File: src/rtl/ctrl_seq_decoder.sv
// ctrl_seq_decoder: accepts one opcode per handshake and decodes it into a
// one-hot class select and a mode field. A legal opcode is then replayed as
// (count+1) beats on a valid/ready output. Illegal opcodes (class 7, mode 3)
// raise a one-cycle flag and bump a saturating counter.
module ctrl_seq_decoder #(
  parameter int OP_W  = 7,   // opcode width, must be >= 6
  parameter int ERR_W = 8    // illegal-opcode counter width
) (
  input  logic              clk,
  input  logic              rst,
  input  logic              flush,
  input  logic              in_valid,
  output logic              in_ready,
  input  logic [OP_W-1:0]   in_op,
  output logic              out_valid,
  input  logic              out_ready,
  output logic [7:0]        out_sel,
  output logic [1:0]        out_mode,
  output logic [OP_W-6:0]   out_beat,
  output logic              out_last,
  output logic              err_pulse,
  output logic [ERR_W-1:0]  err_cnt
);

  localparam int CNT_W = OP_W - 5;

  typedef enum logic {IDLE, RUN} state_t;

  state_t           state;
  state_t           state_nxt;
  logic [7:0]       sel_q;
  logic [1:0]       mode_q;
  logic [CNT_W-1:0] last_q;   // index of the final beat (= repeat count field)
  logic [CNT_W-1:0] beat_q;

  logic run;
  logic accept;
  logic illegal;
  logic load;
  logic advance;

  assign run     = (state == RUN);
  assign illegal = (in_op[2:0] == 3'd7) && (in_op[4:3] == 2'd3);

  // The final beat can hand over to a new command in the same cycle, so
  // ready looks at the sink as well as the state.
  assign in_ready = !rst && (!run || (out_last && out_ready)) && !flush;
  assign accept   = in_valid && in_ready;
  assign load     = accept && !illegal;
  assign advance  = run && out_ready;

  // Outputs come straight from registers; gating with run keeps them 0 when idle.
  assign out_valid = run;
  assign out_last  = run && (beat_q == last_q);
  assign out_sel   = run ? sel_q  : 8'd0;
  assign out_mode  = run ? mode_q : 2'd0;
  assign out_beat  = run ? beat_q : '0;

  // State register.
  always_ff @(posedge clk) begin
    // NOTE: clocked state uses non-blocking assignments so every register
    // samples pre-edge values regardless of block ordering.
    if (rst) state <= IDLE;
    else     state <= state_nxt;
  end

  // Next-state logic; flush dominates, a legal accept (re)starts a command.
  always_comb begin
    // NOTE: default assigned first so no path leaves state_nxt unassigned,
    // which would otherwise infer a latch.
    state_nxt = state;
    if (flush)                     state_nxt = IDLE;
    else if (load)                 state_nxt = RUN;
    else if (advance && out_last)  state_nxt = IDLE;
  end

  // Command register and beat counter.
  always_ff @(posedge clk) begin
    // NOTE: these are plain flops, not a memory, so resetting them is cheap and
    // keeps outputs defined straight out of reset.
    if (rst) begin
      sel_q  <= 8'd0;
      mode_q <= 2'd0;
      last_q <= '0;
      beat_q <= '0;
    end else if (load) begin
      sel_q  <= 8'd1 << in_op[2:0];
      mode_q <= in_op[4:3];
      last_q <= in_op[OP_W-1:5];
      beat_q <= '0;
    end else if (advance && !out_last) begin
      beat_q <= beat_q + CNT_W'(1);
    end
  end

  // Illegal-opcode flag and saturating counter; flush does not touch them.
  always_ff @(posedge clk) begin
    if (rst) begin
      err_pulse <= 1'b0;
      err_cnt   <= '0;
    end else begin
      err_pulse <= accept && illegal;
      if (accept && illegal && (err_cnt != {ERR_W{1'b1}}))
        err_cnt <= err_cnt + ERR_W'(1);
    end
  end

endmodule
File: config.mk
export PLATFORM = sky130hd
export DESIGN_NAME = ctrl_seq_decoder
export DESIGN_NICKNAME = d
export VERILOG_FILES = /design/src/rtl/ctrl_seq_decoder.sv
export SDC_FILE = /design/constraint.sdc
export NUM_CORES = 1
export LEC_CHECK = 0
export ABC_AREA = 1
export CORE_UTILIZATION = 42
export DETAILED_ROUTE_END_ITERATION = 8
export PLACE_DENSITY_LB_ADDON = 0.1
export SLEW_MARGIN = 20
export SYNTH_ARGS = -nofsm -noshare
export SYNTH_HDL_FRONTEND = slang
export SYNTH_SLANG_ARGS = --single-unit
File: constraint.sdc
create_clock -name clk -period 1.5 [get_ports clk]
set_input_delay 0.3 -clock clk [delete_from_list [all_inputs] [get_ports clk]]
set_output_delay 0.3 -clock clk [all_outputs]
set_load 0.1 [all_outputs]
# After elaboration in Yosys (flattened, before gate mapping)
# Index checks and enable logic that the tools add are counted.
# totals
reg_bits,24
input_bits,12
output_inout_bits,24
wordCells,40
# op_classes
addsub,2
eq_ne,4
shift,1
muxes,5
reduce_logical,21
# op_table
operator,count
1-bit logical AND,12
8-bit by 1-bit adder with 8-bit output (second input constant),1
8-bit 2-to-1 mux,1
8-bit inequality test (second input constant),1
1-bit by 3-bit left shift with 8-bit output (first input constant),1
1-bit zero test,5
2-bit 2-to-1 mux,2
2-bit OR reduction,2
3-bit == test (second input constant),1
2-bit by 1-bit adder with 2-bit output (second input constant),1
2-bit == test,1
2-bit == test (second input constant),1
1-bit 2-to-1 mux,2
2-bit nonzero test,1
1-bit logical OR,1

# Depth between registers and ports, before layout
# Gate-level depths: netlist of the first run.
# logic_depth
ltp_word,9
mapped_depth,11
depth_no_buf,10

# Worst setup path after synthesis of the first run
# Ideal clock, no wire load.
# synth_path
kind,reg-to-output
start,reg state (netlist: out_valid)
end,out out_mode[0]
arrival_time_ps,2184
required_time_ps,1200
setup_slack_ps,-984
path_stages_with_launch,5
path_cell_list,dfxtp_1 > clkbuf_2 > clkbuf_1 > nand2_1 > inv_1
# synth_via
elab_chain_len,1
# synth_lines
element,line,text
"start, declared",29,state_t state;
"start signal, assigned",64,else state <= state_nxt;
2-bit 2-to-1 mux,56,assign out_mode = run ? mode_q : 2'd0;
"end, declared",18,"output logic [1:0] out_mode,"
# No other way between the ends.

# Worst setup path after layout of the first run
# layout_path
start,reg beat_q[1]
end,out in_ready
# layout_via
elab_chain_len,6
# layout_lines
element,line,text
"start, declared",34,logic [CNT_W-1:0] beat_q;
"start signal, assigned",92,beat_q <= beat_q + CNT_W'(1);
2-bit == test,54,assign out_last = run && (beat_q == last_q);
1-bit logical AND,54,
1-bit logical AND,47,assign in_ready = !rst && (!run || (out_last && out_ready)) && !flush;
1-bit logical OR,47,
1-bit logical AND (2 in series),47,
"end, declared",13,"output logic in_ready,"
# No other way between the ends.

==> results of run 1 <==
## registers in the layout, indices dropped and copies added, names as in the netlist
signal     flops
err_cnt        8
out_valid      1
err_pulse      1
mode_q         2
beat_q         2
last_q         2
sel_q          8
## layout make-up
type                            instances  area (um2)  share of cell area [%]
Multi-Input combinational cell        118       859.6                   35.28
Inverter                               29       163.9                   6.728
Sequential cell                        24       513.0                   21.06
Timing Repair Buffer                   59       813.3                   33.38
Tap cell                               31       38.79                   1.592
Clock buffer                            4       47.55                   1.952
## critical path, cell delays in order, from the launching register on
cell,delay [ns]
dfxtp_2,0.38
xnor2_4,0.21
nand2_4,0.10
nand2_8,0.07
nand3_4,0.08
clkinvlp_4,0.09
buf_12,0.16
## metal layers
metal	routed length, um	track usage (%)
met2	2288	51.02
met4	44	8.362
met5	0	0
met3	170	6.047
met1	1484	28.51
## power by group through the flow
stage               registers [mW]  clock network [mW]  logic (mW)
global route                 0.653               0.440       0.223
CTS                          0.653               0.415       0.197
finish                       0.652               0.408       0.212
floorplan                    0.667                   0      0.0971
detailed placement           0.666                   0       0.181
global placement             0.665                   0       0.176
## path summary, 6_finish.rpt
check	startpoint	endpoint	slack, ns	depth (start not counted)
worst max-delay path	beat_q[1]	in_ready	-0.22	6
worst min-delay path	rst	err_cnt[1]	0.44	3
worst max register to register	beat_q[1]	sel_q[3]	-0.13	9
worst min register to register	sel_q[4]	sel_q[4]	0.52	2
## repair_timing
item,CTS,global route
cloned,1,0
gates resized for setup,28,14
setup buffers,9,0
pin swaps,15,11
setup endpoints to repair,22,38
## metrics by stage
| step | util (%) | instance area, um2 | worst slack (ns) | hold WS [ns] | instances |
|---|---|---|---|---|---|
| floorplan | - | 1474 | -0.1661 | 0.4349 | 177 |
| global placement | 78.09 | 2153 | -0.2620 | 0.4506 | 251 |
| detailed placement | 78.09 | 2153 | -0.2823 | 0.4775 | 251 |
| CTS | 86.21 | 2377 | -0.2353 | 0.5187 | 265 |
| global route | 88.34 | 2436 | -0.2834 | 0.4345 | 265 |
| finish | 88.34 | 2436 | -0.2153 | 0.4374 | 265 |
## cells by family (layout without fill, tap and decap cells)
kind of cell,count (synthesis),after routing,share of synthesized area [%]
buf+inv,36,92,12.61
xor+xnor,7,7,4.985
simple gates,93,94,35.71
compound gates,16,16,6.613
flops,24,24,39.06
fa+ha+maj,1,1,1.017
## layout by cell type, fill, tap and decap left out, types with 2 or more instances in the layout
cell type	count
buf_12	26
nand3_1	20
nand2_1	18
nor2_1	18
buf_4	18
clkinvlp_4	14
nand2_4	13
inv_1	12
dfxtp_1	12
clkdlybuf4s50_1	10
nand3_2	7
dfxtp_4	7
xor2_1	6
a21oi_2	6
o21ai_0	6
nand2_2	5
dfxtp_2	5
nor2_4	4
buf_6	4
clkbuf_4	3
inv_2	2
nand3_4	2
a21oi_1	2
==> metrics, run 1 <==
status finished with violations; failing checks negative setup slack; Post-Synthesis Cells about 180; Die Area approximately 0.0031 mm2; CP required 1.20 ns; Power Total approximately 1.3 mW; antenna-violating nets left 0; Final #Nets around 250; CTS Sinks 24; synthesis-stage register bit count 24; DRT iter0 DRCs 37; die width between 50 and 60 um; Pleak around 1.1 nW; Critical Path End Type output port; Final Hold Viols 0; final WL ~4 mm; top cell type's share of synthesized area around two fifths; wire per inst between 15 and 20 um; clock network power share 32.0%; largest net degree at the start of global routing 15; # DRC 0; Worst Path Arrival around 1.4 ns; total track usage a little over a quarter; I/O Buffers 35; CP max FO 2; Vias around 1400; Sw Share a little over a quarter; Final period util 114.4%; GRT overflow 0; Ys Warns 0; Post-synth EDFFs 0; count of different cell masters after synthesis 26; post-synthesis sequential area ratio just under 40%; H-tree depth 1; final count of negative-setup-slack endpoints 36; asr flop ratio synth 0%; kind of critical path reg -> out; most common cell in the netlist nand2_1; drt first pass iters 4; Mapped Avg Cell Area 6.949 um2; Ports 36; most frequent cells after synthesis nand2_1 (35), inv_1 (28), nand3_1 (28); Combinational Power Share around 17%; Top FF cell, synth dfxtp_1; post-synthesis net count 190; number of hold buffers added after CTS 0; cell area after synthesis about 0.0012 mm2; Filler cells approximately 130; clock-pin transition on the worst setup and hold timing paths between 0.1 and 0.15 ns; Worst Setup Start Kind flip-flop; Hold Crit Class in -> reg; number of global-route vias before repair approximately 1500; RePlAce Congestion roughly 0.83; total of max-cap violations 0; setup ws final -0.2153 ns; initial antenna violation count 0; clk root buf clkbuf_4; Int Pwr between 0.9 and 1 mW; CTS max path bufs 2; Synth area leader dfxtp_1; worst skew pair latency 0.31 ns; worst slew pin tran approximately 0.31 ns; setup TNS -3.334 ns; Final Max Tran Viols 0; CTS buffer count 3; Sequential Power Share around 50%; min Tclk post-route 1.715 ns; vias per cell about 5.2; Max-slew headroom slightly below 80%; Starting Density between 40 and 50%; first-pass GRT wire length around 6.6 mm; layout cells sized above 1 a little over half; PwrDens about 520 mW/mm2; die height around 56 um; FP Rows 19; CTS tree yes; clock skew approximately 0.0044 ns; maximum vdd drop roughly 450 uV; synth top area cells dfxtp_1 (39%), nand3_1 (11%), nand2_1 (11%), inv_1 (8.5%), nor2_1 (5.8%); number of diodes 0; Sw Pwr approximately 0.34 mW; dpl hpwl between 2 and 3 mm; Area Growth Syn to Fin 98.07%; RSZ-0062 raised after global routing true; f_max 0.5830 GHz; core area about 0.0028 mm2
No activity file was read; power rests on OpenSTA's default activity.
==> run 2: changes to the inputs <==
--- a/config.mk
+++ b/config.mk
@@ -6,9 +6,11 @@
 export NUM_CORES = 1
 export LEC_CHECK = 0
 export ABC_AREA = 1
+export CAP_MARGIN = 40
 export CORE_UTILIZATION = 42
 export DETAILED_ROUTE_END_ITERATION = 8
 export PLACE_DENSITY_LB_ADDON = 0.1
+export SKIP_CTS_REPAIR_TIMING = 1
 export SLEW_MARGIN = 20
 export SYNTH_ARGS = -nofsm -noshare
 export SYNTH_HDL_FRONTEND = slang
==> run 2 against run 1 <==
The run still ends with negative setup slack left. Register-to-register slack got worse by 0.13 ns. Sequential cell count is the same. First-iteration DRC count increased by 38%. Cell count rose by 1.1%. Sequential power is essentially flat. Hold slack better by 0.085 ns. Clock-buffer cell count is the same. Critical path depth grew 2. Via count rose by 3.8%. Combinational power is 11% higher. Clock power increased by 3%. Critical path type unchanged. Critical endpoint unchanged. Highest routed layer unchanged.
==> metrics, run 2 (same netlist as run 1, synthesis figures left out) <==
status finished with violations; failing checks negative setup slack; clock network power share 32.1% (about the same); Storage cell area 515.5 um2 (+0.49%); Worst path top cell family by delay simple AND/OR/NAND/NOR gates; RePlAce Congestion 0.8270 (unchanged); CTS tree yes; Hold Path Sink sel_q[4]; Combinational Power Share 18.1% (+1.4 points); clk root buf clkbuf_4; total of max-cap violations 0 (unchanged); worst slew pin tran 0.3589 ns (+0.04634 ns); Vias 1444 (+3.8%); number of buffers and inverters on the critical path 3 (+1); Final Max Tran Viols 0 (unchanged); Die Area 0.003149 mm2 (unchanged); initial antenna violation count 0 (unchanged); wire per inst 17.54 um (+17%); Top Registers err_cnt (8), sel_q (8); f_max 0.5622 GHz (-3.6%); largest net degree at the start of global routing 15 (unchanged); Power Total 1.308 mW (+2.8%); vias per cell 5.388 (+2.6%); DRT iter0 DRCs 51 (+38%); Max-slew headroom 75.89% (-3.2 points); Starting Density 44.60% (unchanged); Final #Nets 251 (+1.2%); dpl hpwl 2.514 mm (unchanged); WHS 0.5224 ns (+0.08496 ns); final count of negative-setup-slack endpoints 33 (-8.3%); Int Pwr 0.9436 mW (+0.88%); clock skew 0.007104 ns (+0.002674 ns); Worst Path Arrival 1.48 ns (+0.06 ns); Sw Share 27.85% (+1.4 points); Worst Setup Start Kind flip-flop; Critical R2R Launch last_q[0]; commonest cells after routing, fill and taps aside buf_12 (28), buf_4 (18), nand2_1 (17), nor2_1 (17); crit-path cells inv_1 -> nand2_2 -> nand2_2 -> nand2_4 -> nand2_8 -> nand3_4 -> clkinvlp_4 -> buf_12; first-pass GRT wire length 5.789 mm (-13%); CTS Sinks 24 (unchanged); R2R Setup Slk -0.26 ns (-0.13 ns); Ports 36 (unchanged); CTS buffer count 3 (unchanged); PwrDens 516.2 mW/mm2 (-1.2%); Sw Pwr 0.3642 mW (+8.1%); Max stage delay on crit path 0.38 ns (about the same); number of global-route vias before repair 1333 (-12%); kind of critical path reg -> out; Pleak 1.131 nW (+4.3%); # DRC 0 (unchanged); Final Hold Viols 0 (unchanged); commonest non-fill, non-tap cell in the layout buf_12; Sequential Power Share 49.8% (-1.5 points); worst r2r path cells 12 (+3); H-tree depth 1 (unchanged); area taken by multi-input logic gates 890.9 um2 (+3.6%); setup ws final -0.2786 ns (-0.06333 ns); antenna-violating nets left 0 (unchanged); maximum vdd drop 622.1 uV (+38%); Crit-path slowest cell dfxtp_2; die height 56.12 um (unchanged); CP max FO 4 (+2); final WL 4.700 mm (+18%); die width 56.12 um (unchanged); CTS max path bufs 2 (unchanged); worst hold start sel_q[4]; FF-to-FF End last_q[1]; I/O Buffers 35 (unchanged); Place WS -0.2823 ns (unchanged); FP Rows 19 (unchanged); layout cells sized above 1 57.81% (+4.4 points); CP required 1.20 ns (about the same); most used cell, CP nand2_2; GRT overflow 0 (unchanged); Final period util 118.6% (+4.2 points); Hold Crit Class reg -> reg; min Tclk post-route 1.779 ns (+0.06333 ns); drt first pass iters 4 (unchanged); Area Growth Syn to Fin 106.0%; clock-pin transition on the worst setup and hold timing paths 0.14 ns (about the same); number of diodes 0 (unchanged); RSZ-0062 raised after global routing true; Critical Path End Type output port; total track usage 22.92% (-3.7 points); core area 0.002758 mm2 (unchanged); Hold Crit Depth 2 (-1); worst skew pair latency 0.33 ns (+0.02 ns); Filler cells 104 (-22%)
[run 2: cell count changes in the layout (fill, tap and decap cells not counted), sizes merged]
cell,before,now
clkdlybuf4s50,10,11
dlymetal6s2s,1,0
buf,48,52
nor2,23,22
[run 2: layout make-up]
type                            count  share of cell area, %
Sequential cell                    24                  20.35
Inverter                           29                  6.469
Clock buffer                        4                  1.877
Tap cell                           31                  1.531
Timing Repair Buffer               63                  34.62
Multi-Input combinational cell    117                  35.16
[run 2: power groups by stage]
stage	registers [mW]	clock network, mW	logic (mW)
floorplan	0.667	0	0.0971
global placement	0.665	0	0.176
detailed placement	0.666	0	0.181
CTS	0.652	0.415	0.182
global route	0.653	0.443	0.245
finish	0.652	0.420	0.236
[run 2: per-stage QoR]
| stage | TNS (ns) | instances | utilization (%) | instance area (um2) |
|---|---|---|---|---|
| 2_1_floorplan | -2.251 | 177 | - | 1474 |
| 5_1_grt | -7.763 | 268 | 91.88 | 2534 |
| 3_5_place_dp | -5.596 | 251 | 78.09 | 2153 |
| 4_1_cts | -2.404 | 255 | 79.81 | 2201 |
| 6_report | -5.353 | 268 | 91.88 | 2534 |
| 3_3_place_gp | -5.062 | 251 | 78.09 | 2153 |
[run 2: worst min-delay path, delay by kind of cell (launching register included)]
family	cells	cell delay [ns]
DFF	1	0.37
and+or+nand+nor	2	0.14
[run 2: worst max-delay path by stage]
stage               startpoint          to  slack, ns  cells past startpoint
detailed placement         rst    in_ready      -0.28                      6
global placement      in_op[2]   out_valid      -0.26                      9
finish               last_q[0]    in_ready      -0.28                      8
floorplan           err_cnt[0]  err_cnt[7]      -0.17                      8
CTS                  beat_q[0]    in_ready      -0.36                      8
global route         beat_q[0]    in_ready      -0.35                      8
[run 2: metal layers]
layer / share of wire, % / wire, um / track usage, % / up-vias
li1: - / - / - / 678
met1: 38 / 1782 / 26.28 / 695
met2: 53 / 2512 / 42.52 / 53
met3: 4.5 / 211 / 4.884 / 18
met4: 4.1 / 193 / 6.272 / 0
met5: 0 / 0 / 0 / -
